<file path="config.mk">
export PLATFORM = sky130hd
export DESIGN_NAME = dram_stream_reader_flat
export DESIGN_NICKNAME = d
export VERILOG_FILES = /design/src/rtl/dram_stream_reader_if.sv /design/src/rtl/dram_stream_reader.sv /design/src/flat_wrapper.sv
export SDC_FILE = /design/constraint.sdc
export NUM_CORES = 1
export LEC_CHECK = 0
export CAP_MARGIN = 25
export CORE_UTILIZATION = 46
export DETAILED_ROUTE_END_ITERATION = 8
export PLACE_DENSITY = 0.74
export REMOVE_ABC_BUFFERS = 1
export SYNTH_ARGS = -nofsm -noshare
export SYNTH_HDL_FRONTEND = slang
export SYNTH_SLANG_ARGS = --single-unit
export TNS_END_PERCENT = 30
</file>
<file path="constraint.sdc">
create_clock -name r_clk -period 2.23 [get_ports r_clk]
set_input_delay 0.3345 -clock r_clk [delete_from_list [all_inputs] [get_ports r_clk]]
set_output_delay 0.3345 -clock r_clk [all_outputs]
set_load 0.005 [all_outputs]
</file>
<file path="src/rtl/dram_stream_reader_if.sv">
// Bundle for the burst-reader's command, RAM read port and output stream.
// master is the reader's view; slave is the command source, RAM and sink.
interface dram_stream_reader_if #(
  parameter int unsigned DATA_WIDTH = 16,
  parameter int unsigned ADDR_WIDTH = 8
);
  logic                  cmd_valid;
  logic                  cmd_ready;
  logic [ADDR_WIDTH-1:0] cmd_addr;
  logic [ADDR_WIDTH-1:0] cmd_len;
  logic                  ram_re;
  logic [ADDR_WIDTH-1:0] ram_raddr;
  logic [DATA_WIDTH-1:0] ram_q;
  logic                  out_valid;
  logic                  out_ready;
  logic [DATA_WIDTH-1:0] out_data;
  logic                  out_last;

  modport master (
    input  cmd_valid, cmd_addr, cmd_len, ram_q, out_ready,
    output cmd_ready, ram_re, ram_raddr, out_valid, out_data, out_last
  );

  modport slave (
    output cmd_valid, cmd_addr, cmd_len, ram_q, out_ready,
    input  cmd_ready, ram_re, ram_raddr, out_valid, out_data, out_last
  );
endinterface

</file>
<file path="src/rtl/dram_stream_reader.sv">
// Burst reader for a block RAM with one-cycle read latency; hides the latency
// behind a two-entry first-word-fall-through buffer feeding a valid/ready stream.
module dram_stream_reader #(
  parameter int unsigned DATA_WIDTH = 16,
  parameter int unsigned ADDR_WIDTH = 8
) (
  input  logic                 r_clk,
  input  logic                 r_rst_n,
  dram_stream_reader_if.master bus,
  output logic                 busy,
  output logic                 done
);
  localparam int unsigned CNT_WIDTH = ADDR_WIDTH + 1;

  typedef enum logic [1:0] {IDLE, READ, DRAIN} state_t;

  state_t                state;
  logic [ADDR_WIDTH-1:0] raddr;
  logic [CNT_WIDTH-1:0]  remaining;
  logic                  cmd_ready_q;
  logic                  pend;
  logic                  pend_last;
  logic                  head_valid;
  logic                  head_last;
  logic [DATA_WIDTH-1:0] head_data;
  logic                  skid_valid;
  logic                  skid_last;
  logic [DATA_WIDTH-1:0] skid_data;
  logic                  pop;
  logic                  accept;
  logic                  issue;
  logic [2:0]            used;

  assign pop    = head_valid && bus.out_ready;
  assign accept = bus.cmd_valid && cmd_ready_q;
  assign used   = 3'(head_valid) + 3'(skid_valid) + 3'(pend);

  // Read enable is qualified by this cycle's pop so the two-entry buffer
  // sustains one word per cycle and can never be overrun by returning data.
  assign issue = (state == READ) && (used < (3'(2) + 3'(pop)));

  assign bus.cmd_ready = cmd_ready_q;
  assign bus.ram_re    = issue;
  assign bus.ram_raddr = raddr;
  assign bus.out_valid = head_valid;
  assign bus.out_data  = head_data;
  assign bus.out_last  = head_last;

  // Burst sequencing: command latch, address/count walk, completion pulse.
  always_ff @(posedge r_clk or negedge r_rst_n) begin
    if (!r_rst_n) begin
      state       <= IDLE;
      raddr       <= '0;
      remaining   <= '0;
      cmd_ready_q <= 1'b1;
      busy        <= 1'b0;
      done        <= 1'b0;
      pend        <= 1'b0;
      pend_last   <= 1'b0;
    end else begin
      done      <= 1'b0;
      pend      <= issue;
      pend_last <= issue && (remaining == CNT_WIDTH'(1));
      case (state)
        IDLE: begin
          if (accept) begin
            state       <= READ;
            cmd_ready_q <= 1'b0;
            busy        <= 1'b1;
            raddr       <= bus.cmd_addr;
            remaining   <= (bus.cmd_len == '0) ? {1'b1, {ADDR_WIDTH{1'b0}}}
                                               : {1'b0, bus.cmd_len};
          end else begin
            cmd_ready_q <= 1'b1;
          end
        end
        READ: begin
          if (issue) begin
            raddr     <= raddr + ADDR_WIDTH'(1);
            remaining <= remaining - CNT_WIDTH'(1);
            if (remaining == CNT_WIDTH'(1)) state <= DRAIN;
          end
        end
        DRAIN: begin
          if (!pend && !skid_valid && (!head_valid || pop)) begin
            state <= IDLE;
            busy  <= 1'b0;
            done  <= 1'b1;
          end
        end
        default: state <= IDLE;
      endcase
    end
  end

  // Output buffer: head drives the stream, skid catches data while head stalls.
  always_ff @(posedge r_clk or negedge r_rst_n) begin
    if (!r_rst_n) begin
      head_valid <= 1'b0;
      head_last  <= 1'b0;
      head_data  <= '0;
      skid_valid <= 1'b0;
      skid_last  <= 1'b0;
      skid_data  <= '0;
    end else if (!head_valid || pop) begin
      if (skid_valid) begin
        head_valid <= 1'b1;
        head_data  <= skid_data;
        head_last  <= skid_last;
        skid_valid <= pend;
        skid_data  <= bus.ram_q;
        skid_last  <= pend_last;
      end else begin
        head_valid <= pend;
        head_last  <= pend_last;
        if (pend) head_data <= bus.ram_q;
      end
    end else if (pend) begin
      skid_valid <= 1'b1;
      skid_data  <= bus.ram_q;
      skid_last  <= pend_last;
    end
  end
endmodule

</file>
<file path="src/flat_wrapper.sv">
// flat-port wrapper written by rule: the top's interface ports become plain ports
module dram_stream_reader_flat 
#(
  parameter int unsigned DATA_WIDTH = 16,
  parameter int unsigned ADDR_WIDTH = 8
)
  (r_clk, r_rst_n, busy, done, bus_cmd_valid, bus_cmd_addr, bus_cmd_len, bus_ram_q, bus_out_ready, bus_cmd_ready, bus_ram_re, bus_ram_raddr, bus_out_valid, bus_out_data, bus_out_last);
  dram_stream_reader_if #(.DATA_WIDTH(DATA_WIDTH), .ADDR_WIDTH(ADDR_WIDTH)) bus_i ();
  input  logic r_clk;
  input  logic r_rst_n;
  output logic busy;
  output logic done;
  input wire logic [$bits(bus_i.cmd_valid)-1:0] bus_cmd_valid;
  input wire logic [$bits(bus_i.cmd_addr)-1:0] bus_cmd_addr;
  input wire logic [$bits(bus_i.cmd_len)-1:0] bus_cmd_len;
  input wire logic [$bits(bus_i.ram_q)-1:0] bus_ram_q;
  input wire logic [$bits(bus_i.out_ready)-1:0] bus_out_ready;
  output wire logic [$bits(bus_i.cmd_ready)-1:0] bus_cmd_ready;
  output wire logic [$bits(bus_i.ram_re)-1:0] bus_ram_re;
  output wire logic [$bits(bus_i.ram_raddr)-1:0] bus_ram_raddr;
  output wire logic [$bits(bus_i.out_valid)-1:0] bus_out_valid;
  output wire logic [$bits(bus_i.out_data)-1:0] bus_out_data;
  output wire logic [$bits(bus_i.out_last)-1:0] bus_out_last;
  assign bus_i.cmd_valid = bus_cmd_valid;
  assign bus_i.cmd_addr = bus_cmd_addr;
  assign bus_i.cmd_len = bus_cmd_len;
  assign bus_i.ram_q = bus_ram_q;
  assign bus_i.out_ready = bus_out_ready;
  assign bus_cmd_ready = bus_i.cmd_ready;
  assign bus_ram_re = bus_i.ram_re;
  assign bus_ram_raddr = bus_i.ram_raddr;
  assign bus_out_valid = bus_i.out_valid;
  assign bus_out_data = bus_i.out_data;
  assign bus_out_last = bus_i.out_last;
  dram_stream_reader #(.DATA_WIDTH(DATA_WIDTH), .ADDR_WIDTH(ADDR_WIDTH)) u_core (.r_clk(r_clk), .r_rst_n(r_rst_n), .bus(bus_i), .busy(busy), .done(done));
endmodule
</file>
Word-level counts from Yosys, hierarchy flattened
Index checks and enable logic that the tools add are counted.
- reductions and logical operators: 21
- add/sub/neg operators: 5
- mux-type cells: 30
- equal/unequal tests: 8
- order comparisons: 1
- operators by type and width (kind ; number):
    $mux 16 ; 4
    $mux 9 ; 3
    $pmux 9 s2 ; 1
    $mux 8 ; 2
    $pmux 8 s2 ; 1
    $mux 1 ; 13
    $eq 9x1->1 const B ; 1
    $sub 9x1->9 const B ; 1
    $add 8x1->8 const B ; 1
    $logic_not 8->1 ; 1
    $mux 2 ; 4
    $ne 2x1->1 const B ; 4
    $reduce_bool 2->1 ; 4
    $logic_and 1x1->1 ; 6
    $pmux 2 s3 ; 1
    $reduce_and 3->1 ; 2
    $reduce_and 2->1 ; 2
    $reduce_and 4->1 ; 1
    $add 2x1->3 const A ; 1
    $add 3x1->3 ; 1
    $logic_not 1->1 ; 3
    $lt 3x3->1 ; 1
    $add 1x1->2 ; 1
    $eq 2x1->1 const B ; 1
    5 further kinds ; 5
- bits in registers: 60

Longest topological paths before layout
Gate-level depths: netlist (run 1).
- word-level depth: 6
- mapped depth: 7

Worst setup path before layout (run 1)
OpenSTA, ideal clock, no wires.
- kind: register to register
- start: reg u_core.head_valid, in the netlist u_core.bus.out_valid
- end: reg u_core.remaining[5]
- arrival: 1.954 ns
- path buffers: 1
- required time: 2.104 ns
- path slack: 0.150 ns
- stages on the path, launching flop included: 7
- period minus slack after synthesis: 2.080 ns
- cells stage by stage: dfrtp_1 -> fa_1 -> nand3b_4 -> a211oi_4 -> buf_4 -> o22ai_1 -> o2bb2ai_1
- cells in the longest elaborated chain, start to end: 6
- elaborated cells between the ends (all ways): 8
- classes of those cells: 3 x add/sub; 1 x order compare; 1 x eq/ne; 3 x reduce/logical
- ends and longest elaborated chain (element ; line ; text):
    start, declared ; dram_stream_reader.sv:23 ; logic head_valid;
    start signal, assigned ; dram_stream_reader.sv:114 ; head_valid <= pend;
    $add 1x1->2 or $logic_and 1x1->1 (tied branches) ; dram_stream_reader.sv:36, dram_stream_reader.sv:34 ;
    $add 3x1->3 or $add 2x1->3 (tied branches) ; dram_stream_reader.sv:36, dram_stream_reader.sv:40 ;
    $lt 3x3->1 * ; dram_stream_reader.sv:40 ; assign issue = (state == READ) && (used < (3'(2) + 3'(pop)));
    $logic_and 1x1->1 * ; dram_stream_reader.sv:40 ;
    via bus_ram_re ; flat_wrapper.sv:19 ; output wire logic [$bits(bus_i.ram_re)-1:0] bus_ram_re;
    $ne 2x1->1 (no line) * ; -- ;
    $reduce_and 3->1 (no line) * ; -- ;
    end signal, assigned ; dram_stream_reader.sv:71 ; remaining <= (bus.cmd_len == '0) ? {1'b1, {ADDR_WIDTH{1'b0}}}
    end signal, assigned ; dram_stream_reader.sv:80 ; remaining <= remaining - CNT_WIDTH'(1);
    end, declared ; dram_stream_reader.sv:19 ; logic [CNT_WIDTH-1:0] remaining;
The timed path passes the listed nets; every way through them passes the cells marked *.
A chain may end at the register's enable or synchronous reset.

Worst setup path after layout (run 1)
- start: reg u_core.skid_valid
- end: out bus_ram_re
- cells in the longest elaborated chain, start to end: 4
- ends and longest elaborated chain (element ; line ; text):
    start, declared ; dram_stream_reader.sv:26 ; logic skid_valid;
    start signal, assigned ; dram_stream_reader.sv:110 ; skid_valid <= pend;
    $add 1x1->2 ; dram_stream_reader.sv:36 ; assign used = 3'(head_valid) + 3'(skid_valid) + 3'(pend);
    $add 3x1->3 ; dram_stream_reader.sv:36 ;
    $lt 3x3->1 ; dram_stream_reader.sv:40 ;
    $logic_and 1x1->1 ; dram_stream_reader.sv:40 ;
    end, declared ; flat_wrapper.sv:19 ;
Every way passes these cells.

==> results of run 1 <==
per-layer routing:
| metal | up-vias | global-route usage | part of all wire |
|---|---|---|---|
| met1 | 1153 | 0.286 | 0.47 |
| met5 | - | 0 | 0 |
| met3 | 7 | 0.0571 | 0.047 |
| met2 | 62 | 0.325 | 0.48 |
| met4 | 0 | 0.0737 | 0.0079 |
| li1 | 1141 | - | - |
logic make-up after synthesis:
kind of cell	Yosys count	share of synthesized area
AND/OR/NAND/NOR	68	0.116
adder cells (fa/ha/maj)	8	0.0356
flip-flops	60	0.509
buffers and inverters	23	0.0352
AO/OA/AOI/OAI	74	0.167
multiplexers	37	0.137
path summary, 6_finish.rpt:
kind / from / end / slack, ns / depth (start not counted)
min in group r_clk: u_core.pend_last / u_core.skid_last / 0.49 / 1
worst min register to register: u_core.pend_last / u_core.skid_last / 0.49 / 1
worst max-delay path: u_core.skid_valid / bus_ram_re / 0.04 / 5
max in group asynchronous: r_rst_n / u_core.remaining[3] / 1.62 / 2
worst max register to register: u_core.skid_valid / u_core.remaining[7] / 0.11 / 7
worst min-delay path: r_rst_n / u_core.skid_data[4] / 0.01 / 1
flip-flops by register name, summed over array words and instances, names as in the netlist:
signal                count
u_core.bus.cmd_ready      1
u_core.bus.out_data      16
u_core.bus.out_last       1
u_core.bus.out_valid      1
u_core.bus.ram_raddr      8
u_core.busy               1
u_core.done               1
u_core.pend               1
u_core.pend_last          1
u_core.remaining          9
u_core.skid_data         16
u_core.skid_last          1
u_core.skid_valid         1
u_core.state              2
power by group:
group | switching, mW | leakage, nW | internal [mW] | total, mW
logic | 1.38 | 0.869 | 1.55 | 2.93
clock network | 0.432 | 0.139 | 0.966 | 1.40
registers | 0.366 | 0.695 | 1.60 | 1.96
total | 2.17 | 1.70 | 4.12 | 6.29
per-stage QoR:
stage / total power [mW] / area, µm² / instances
CTS: 6.30 / 4040 / 425
global route: 6.76 / 4060 / 425
detailed placement: 4.88 / 3750 / 409
floorplan: 3.61 / 2870 / 254
global placement: 4.80 / 3750 / 409
finish: 6.29 / 4060 / 425
placed cells by master (no fill, tap or decap), types with 8 or more instances in the layout:
cell type / Yosys / routed
buf_4: 2 / 12
nor2_1: 28 / 27
a21oi_1: 23 / 23
o22ai_1: 10 / 10
clkbuf_8: 0 / 9
dfrtp_1: 59 / 59
mux2i_1: 19 / 19
nand2_1: 11 / 11
o21ai_0: 8 / 8
clkdlybuf4s50_1: 0 / 63
mux2_1: 17 / 17
o21ai_1: 8 / 8
what timing repair did:
| item | CTS | global route |
|---|---|---|
| pin swaps | 1 | 3 |
| endpoints found under the setup margin | 6 | 9 |
| resized for setup | 5 | 4 |
layout make-up:
class,count,area [µm²],share of cell area
multi-input combinational,187,1370,0.337
clock buffer,9,124,0.0305
tap,75,93.8,0.0231
inverter,7,26.3,0.00648
sequential,60,1500,0.370
timing repair buffer,80,782,0.193
clock inverter,7,163,0.0401
==> results_dict.tcl, run 1 <==
set metrics [dict create \
    cts_num_sinks 60 \
    antenna_found_initial 0 \
    synth_top_area_share 0.500 \
    rsz0062_at_grt "true" \
    critPathTopFamily "adder cells" \
    cts_max_path_buffers 2 \
    critPathSlowestCell "dfrtp_1" \
    cts_tree "built" \
    die_w_um 82.1 \
    synth_area_leader_cell "dfrtp_1" \
    timing.final.crit_share 0.980 \
    tightest_slew_ns 0.759 \
    vias_per_cell 5.56 \
    crit_buf_inv 1 \
    dp_hpwl_mm 4.51 \
    start_util 0.487 \
    finalWirelength_mm 6.44 \
    cts_made_buffers 9 \
    grt_first_pass_wirelength_mm 10.6 \
    min_path_type "input pin to asynchronous set/reset pin" \
    setup_viol 0 \
    fillCellCount 491 \
    max-vdd-ir-drop_v 0.000906 \
    place.gp.congestion 0.852 \
    wire_per_inst_um 15.2 \
    endpoint_kind "primary output" \
    finClkSkew_ns 0.00593 \
    layout_min_cycle_time_ns 2.19 \
    ant_nets 0 \
    path_class "flip-flop to primary output" \
    cts.clk_slew.worst_paths_ns 0.07 \
    powerDensity_nw_per_um2 1550 \
    critPathMaxStageDelay_ns 0.42 \
    tns_ns 0 \
    ys.flop_type "dfrtp_1" \
    final_nets 388 \
    holdWs_ns 0.00984 \
    core_um2 6060 \
    yosys.cell_count.top_type "dfrtp_1" \
    utilization 0.669 \
    areaGrowthSynthToFinish_pct 37.4 \
    place_ws_ns -0.0262 \
    gr-total-overflow 0 \
    startpoint_type "flip-flop" \
    slew_headroom 0.494 \
    fmax_mhz 457 \
    drt_iter0_drc 137 \
    ys_seq_elements 60 \
    die_area_um2 6740 \
    crit_arrival_ns 1.85 \
    vias 2363 \
    drv_cap 0 \
    drt-pass1-iter-count 4 \
    drv_slew 0 \
    status "completed" \
    cp.required_ns 1.90 \
    synth_area_um2 2950 \
    crit_chain "ha_1 > ha_2 > ha_4 > a211oi_4 > buf_2" \
    ys_seq_area_frac 0.509 \
    cts_setup_buffers 0 \
    grt_pass1_vias 2238 \
    io_pins 66 \
    async_flop_share 1.00 \
    synthTopCellsByCount "dfrtp_1, nor2_1, a21oi_1" \
    layout-drive-gt1-share 0.126 \
    remaining_drc_errors 0 \
    synth_warnings 0 \
    cts.hold.buffers_added 0 \
    syn_inst 270 \
    syn_avg_cell_area_um2 10.9 \
    die_h_um 82.1 \
    portBuffers 65 \
    finalHoldViolCount 0 \
    diodes 0 \
    layout_setup_ws_ns 0.0442 \
    cts-root-buf "clkbuf_8" \
    htreeDepth 3 \
    synth_edf_count 0 \
    grt_max_degree 37 \
    clk_latency_ns 0.33 \
    p_leak_nw 1.70 \
    track_usage 0.211 \
    critPathMaxFanout 3 \
    row_count 28 \
    synth_cell_types 47 \
    synth_area_leaders "dfrtp_1, mux2_1, mux2i_1" \
]
Power figures use the tool's default switching activity.
==> inputs of run 2 (changes only) <==
--- a/config.mk
+++ b/config.mk
@@ -9,7 +9,7 @@
 export CORE_UTILIZATION = 46
 export DETAILED_ROUTE_END_ITERATION = 8
 export PLACE_DENSITY = 0.74
-export REMOVE_ABC_BUFFERS = 1
+export SETUP_SLACK_MARGIN = 0.3
 export SYNTH_ARGS = -nofsm -noshare
 export SYNTH_HDL_FRONTEND = slang
 export SYNTH_SLANG_ARGS = --single-unit
==> constraint.sdc (replaced) <==
create_clock -name r_clk -period 2.23 [get_ports r_clk]
set_input_delay 0.223 -clock r_clk [delete_from_list [all_inputs] [get_ports r_clk]]
set_output_delay 0.223 -clock r_clk [all_outputs]
set_load 0.005 [all_outputs]
==> run 2 against run 1 <==
Compared with the run above:
- flip-flop and latch count unchanged
- global-route usage up 0.76 points
- maximum frequency grew 6.0%
- register-to-register slack improved by 0.07 ns
- critical endpoint unchanged
==> results_dict.tcl, run 2 (synthesis results as in run 1) <==
set metrics [dict create \
    status "completed" \
    finClkSkew_ns 0.00702 \
    timing.rr.end "u_core.state[0]" \
    cts_made_buffers 9 \
    drt_iter0_drc 101 \
    critPathSlowestCell "dfrtp_2" \
    utilization 0.671 \
    finalHoldViolCount 0 \
    drt-pass1-iter-count 4 \
    track_usage 0.218 \
    cts.clk_slew.worst_paths_ns 0.07 \
    core_um2 6060 \
    layout_min_cycle_time_ns 2.06 \
    io_pins 66 \
    die_h_um 82.1 \
    timing.final.crit_share 0.925 \
    crit_chain "ha_1 > ha_1 > ha_4 > a211oi_4 > buf_2" \
    wire_per_inst_um 15.9 \
    endpoint_kind "primary output" \
    critPathMaxStageDelay_ns 0.42 \
    finalWirelength_mm 6.82 \
    areaGrowthSynthToFinish_pct 37.7 \
    rrSetupSlack_ns 0.18 \
    die_w_um 82.1 \
    final_cell_mix "clkdlybuf4s50_1, dfrtp_1, nor2_1" \
    start_util 0.487 \
    htreeDepth 3 \
    startpoint_type "flip-flop" \
    multiInputGateArea_um2 1380 \
    layout-drive-gt1-share 0.133 \
    cts-root-buf "clkbuf_8" \
    setup_viol 0 \
    path_class "flip-flop to primary output" \
    cts_max_path_buffers 2 \
    crit_arrival_ns 1.84 \
    path_common_cell "ha_1" \
    cp.required_ns 2.01 \
    rsz0062_at_grt "true" \
    powerDensity_nw_per_um2 1520 \
    cts_tree "built" \
    max-vdd-ir-drop_v 0.000743 \
    vias_per_cell 5.50 \
    layout_commonest_cell "clkdlybuf4s50_1" \
    portBuffers 65 \
    drv_cap 0 \
    fillCellCount 472 \
    p_leak_nw 1.71 \
    reg2reg_depth 7 \
    clk_latency_ns 0.34 \
    remaining_drc_errors 0 \
    vias 2355 \
    slew_headroom 0.612 \
    final_nets 391 \
    grt_first_pass_wirelength_mm 10.8 \
    grt_max_degree 39 \
    critPathTopFamily "adder cells" \
    holdWs_ns 0.413 \
    syn_nets 313 \
    fmax_mhz 485 \
    r2r_start "u_core.pend" \
    grt_pass1_vias 2331 \
    crit_buf_inv 1 \
    critPathMaxFanout 3 \
    row_count 28 \
    dp_hpwl_mm 4.70 \
    min_path_type "input pin to asynchronous set/reset pin" \
    ant_nets 0 \
    seqCellArea_um2 1500 \
    tightest_slew_ns 0.582 \
    drv_slew 0 \
    place.gp.congestion 0.877 \
    gr-total-overflow 0 \
    diodes 0 \
    antenna_found_initial 0 \
    die_area_um2 6740 \
    cts_num_sinks 60 \
]
run 2: cell count changes in the layout (fill, tap and decap cells not counted), sizes merged:
cell / previous run / this run
buf: 17 / 19
dlygate4sd3: 0 / 1
clkbuf: 9 / 12
bufinv: 5 / 2
run 2: metrics by stage:
stage	total power [mW]	setup WS (ns)	setup TNS [ns]	instances	instance area (µm²)
detailed placement	4.86	-0.0215	-0.0540	407	3750
finish	6.16	0.167	0	428	4060
CTS	6.11	0.0972	0	426	4030
global placement	4.73	0.0908	0	406	3740
floorplan	3.78	0.193	0	270	2970
global route	6.60	0.0808	0	428	4060
run 2: repair_timing:
action	4_1_cts	5_1_grt
hold buffers	1	0
resized for setup	7	4
pin swaps	2	4
endpoints found under the hold margin	22	0
setup buffers	2	2
setup endpoints to repair	30	47
run 2: where the power goes:
group          internal, mW  switching (mW)
clock network         0.688           0.418
logic                  1.66            1.43
registers              1.60           0.363
run 2: how the worst max path moves through the flow:
stage | start | to | depth (start not counted)
finish | u_core.bus.out_valid | bus_ram_re | 5
global route | u_core.pend | bus_ram_re | 4
CTS | u_core.pend | bus_ram_re | 4
detailed placement | u_core.bus.out_valid | u_core.remaining[1] | 6
global placement | u_core.bus.out_valid | u_core.remaining[1] | 6
floorplan | u_core.bus.out_valid | u_core.remaining[1] | 6
run 2: cell type report:
| class | instances | share of cell area |
|---|---|---|
| Clock inverter | 4 | 0.0179 |
| Multi-Input combinational cell | 187 | 0.340 |
| Clock buffer | 12 | 0.0382 |
| Inverter | 7 | 0.00647 |
| Timing Repair Buffer | 83 | 0.204 |
| Tap cell | 75 | 0.0231 |
| Sequential cell | 60 | 0.370 |
run 2: layer usage:
layer | wire [µm] | GRT usage | up-vias
li1 | - | - | 1146
met1 | 2930 | 0.284 | 1141
met2 | 3470 | 0.350 | 60
met3 | 301 | 0.0604 | 8
met4 | 112 | 0.0772 | 0
met5 | 0 | 0 | -
==> inputs of run 3 (changes only) <==
--- a/config.mk
+++ b/config.mk
@@ -6,8 +6,10 @@
 export NUM_CORES = 1
 export LEC_CHECK = 0
 export CAP_MARGIN = 25
+export CORE_MARGIN = 5
 export CORE_UTILIZATION = 46
 export DETAILED_ROUTE_END_ITERATION = 8
+export MAX_ROUTING_LAYER = met4
 export PLACE_DENSITY = 0.74
 export SETUP_SLACK_MARGIN = 0.3
 export SYNTH_ARGS = -nofsm -noshare
==> run 3 against run 2 <==
Compared with the run above:
- count of clock-buffer cells in the layout down 3
- die area up 20%
- clock skew up 0.0026 ns
- cell count up 1.4%
- cell area about the same
- routed wire length up 2.9%
- worst hold slack better by 0.040 ns
- critical path depth unchanged
- setup slack worse by 0.048 ns
- clock power down 12%
- largest power group unchanged
==> results_dict.tcl, run 3 (synthesis results as in run 1) <==
set metrics [dict create \
    status "completed" \
    critPathMaxFanout 3 \
    remaining_drc_errors 0 \
    portBuffers 65 \
    p_int_mw 3.84 \
    ant_nets 0 \
    tightest_slew_ns 0.738 \
    die_area_um2 8120 \
    track_usage 0.178 \
    vias 2414 \
    dp_hpwl_mm 4.81 \
    p_leak_nw 1.72 \
    final_cell_mix "clkdlybuf4s50_1, dfrtp_1, nor2_1" \
    crit_chain "ha_1 > ha_1 > ha_2 > a211oi_4 > buf_2" \
    fillCellCount 529 \
    cts-root-buf "clkbuf_8" \
    final_nets 395 \
    switching_share 0.375 \
    powerDensity_nw_per_um2 1510 \
    pwr-share-clk 0.160 \
    startpoint_type "flip-flop" \
    layout-drive-gt1-share 0.160 \
    syn_nets 313 \
    htreeDepth 3 \
    finalHoldViolCount 0 \
    finClkSkew_ns 0.00962 \
    cts_tree "built" \
    areaGrowthSynthToFinish_pct 37.6 \
    timing.final.crit_share 0.946 \
    wire_per_inst_um 16.2 \
    grt_first_pass_wirelength_mm 11.6 \
    endpoint_kind "primary output" \
    tns_ns 0 \
    pwr-share-seq 0.322 \
    cp.required_ns 2.01 \
    critPathTopFamily "adder cells" \
    gr-usage-met1 0.223 \
    fin_total_pwr_mw 6.14 \
    path_class "flip-flop to primary output" \
    fmax_mhz 474 \
    cts.clk_slew.worst_paths_ns 0.08 \
    layout_min_cycle_time_ns 2.11 \
    path_common_cell "ha_1" \
    grt_max_degree 32 \
    core_um2 6310 \
    place.gp.congestion 0.844 \
    crit_buf_inv 1 \
    drv_slew 0 \
    diodes 0 \
    drt_iter0_drc 93 \
    crit_arrival_ns 1.89 \
    cts_num_sinks 60 \
    min_path_type "input pin to flip-flop" \
    io_pins 66 \
    vias_per_cell 5.56 \
    grt-busiest-layer "met2" \
    die_w_um 90.1 \
    critPathMaxStageDelay_ns 0.42 \
    setup_viol 0 \
    drt-pass1-iter-count 4 \
    grtUsageMet2 0.283 \
    antenna_found_initial 0 \
    critPathSlowestCell "dfrtp_2" \
    die_h_um 90.1 \
    row_count 29 \
    rrSetupSlack_ns 0.18 \
    max-vdd-ir-drop_v 0.000737 \
    rsz0062_at_grt "true" \
    clk_latency_ns 0.34 \
    drv_cap 0 \
    pwr-share-comb 0.518 \
    gr-total-overflow 0 \
    slew_headroom 0.508 \
    start_util 0.467 \
    grt_pass1_vias 2461 \
    cts_made_buffers 9 \
    grt_use_met3 0.0392 \
    cts_max_path_buffers 2 \
    finalWirelength_mm 7.02 \
    switchingPower_mw 2.30 \
    layout_commonest_cell "clkdlybuf4s50_1" \
]
[run 3: changes by cell type in the layout (fill, tap and decap cells not counted), sizes merged]
cell,previous run,this run
bufinv,2,1
buf,19,23
clkinv,1,2
clkbuf,12,9
clkinvlp,1,3
inv,7,8
[run 3: tightest hold or removal path, delay by kind of cell]
| kind | cells | cell delay (ns) |
|---|---|---|
| buffers and inverters | 1 | 0.40 |
| AO/OA/AOI/OAI | 1 | 0.07 |
| AND/OR/NAND/NOR | 1 | 0.06 |
[run 3: final timing paths]
| path | start | to | cells after the start |
|---|---|---|---|
| max in group asynchronous | r_rst_n | u_core.skid_data[8] | 3 |
| max | u_core.bus.out_valid | bus_ram_re | 5 |
| min reg2reg | u_core.skid_data[12] | u_core.skid_data[12] | 1 |
| max reg2reg | u_core.bus.out_valid | u_core.bus.ram_raddr[2] | 9 |
| min in group asynchronous | r_rst_n | u_core.skid_data[12] | 2 |
| min | bus_cmd_addr[1] | u_core.bus.ram_raddr[1] | 3 |
[run 3: area by class of cell]
| type | count | area, µm² | share of cell area |
|---|---|---|---|
| flip-flops and latches | 60 | 1500 | 0.370 |
| multi-input cells | 187 | 1400 | 0.344 |
| repair buffers | 87 | 840 | 0.207 |
| clock buffers | 9 | 124 | 0.0305 |
| well taps | 77 | 96.3 | 0.0237 |
| clock inverters | 7 | 75.1 | 0.0185 |
| inverters | 7 | 26.3 | 0.00647 |
[run 3: stage by stage]
stage	cells	area (µm²)	utilization	hold slack, ns	setup WS (ns)
global placement	410	3740	0.593	0.319	0.0761
finish	434	4060	0.643	0.453	0.119
CTS	430	3980	0.631	0.443	0.105
global route	434	4060	0.643	0.454	0.0126
detailed placement	411	3760	0.596	0.332	0.0150
floorplan	270	2970	-	-0.0726	0.193
[run 3: layer usage]
layer	wire length, µm	vias up
li1	-	1153
met1	2960	1185
met2	3630	62
met3	328	14
met4	104	0
met5	0	-
[run 3: what timing repair did]
action	in CTS	in global routing
endpoints found under the setup margin	19	43
hold buffers	1	0
cloned	0	0
gates resized for setup	5	11
hold endpoints to repair	28	0
pin swaps	2	13
buffers inserted	2	4
[run 3: power by group through the flow]
stage / sequential [mW] / clock (mW) / combinational, mW
final: 1.98 / 0.982 / 3.18
after global routing: 2.04 / 1.07 / 3.47
after CTS: 1.97 / 1.01 / 2.95
after detailed placement: 1.99 / 0 / 2.90
after global placement: 1.97 / 0 / 2.81
after floorplan: 1.95 / 0 / 1.83
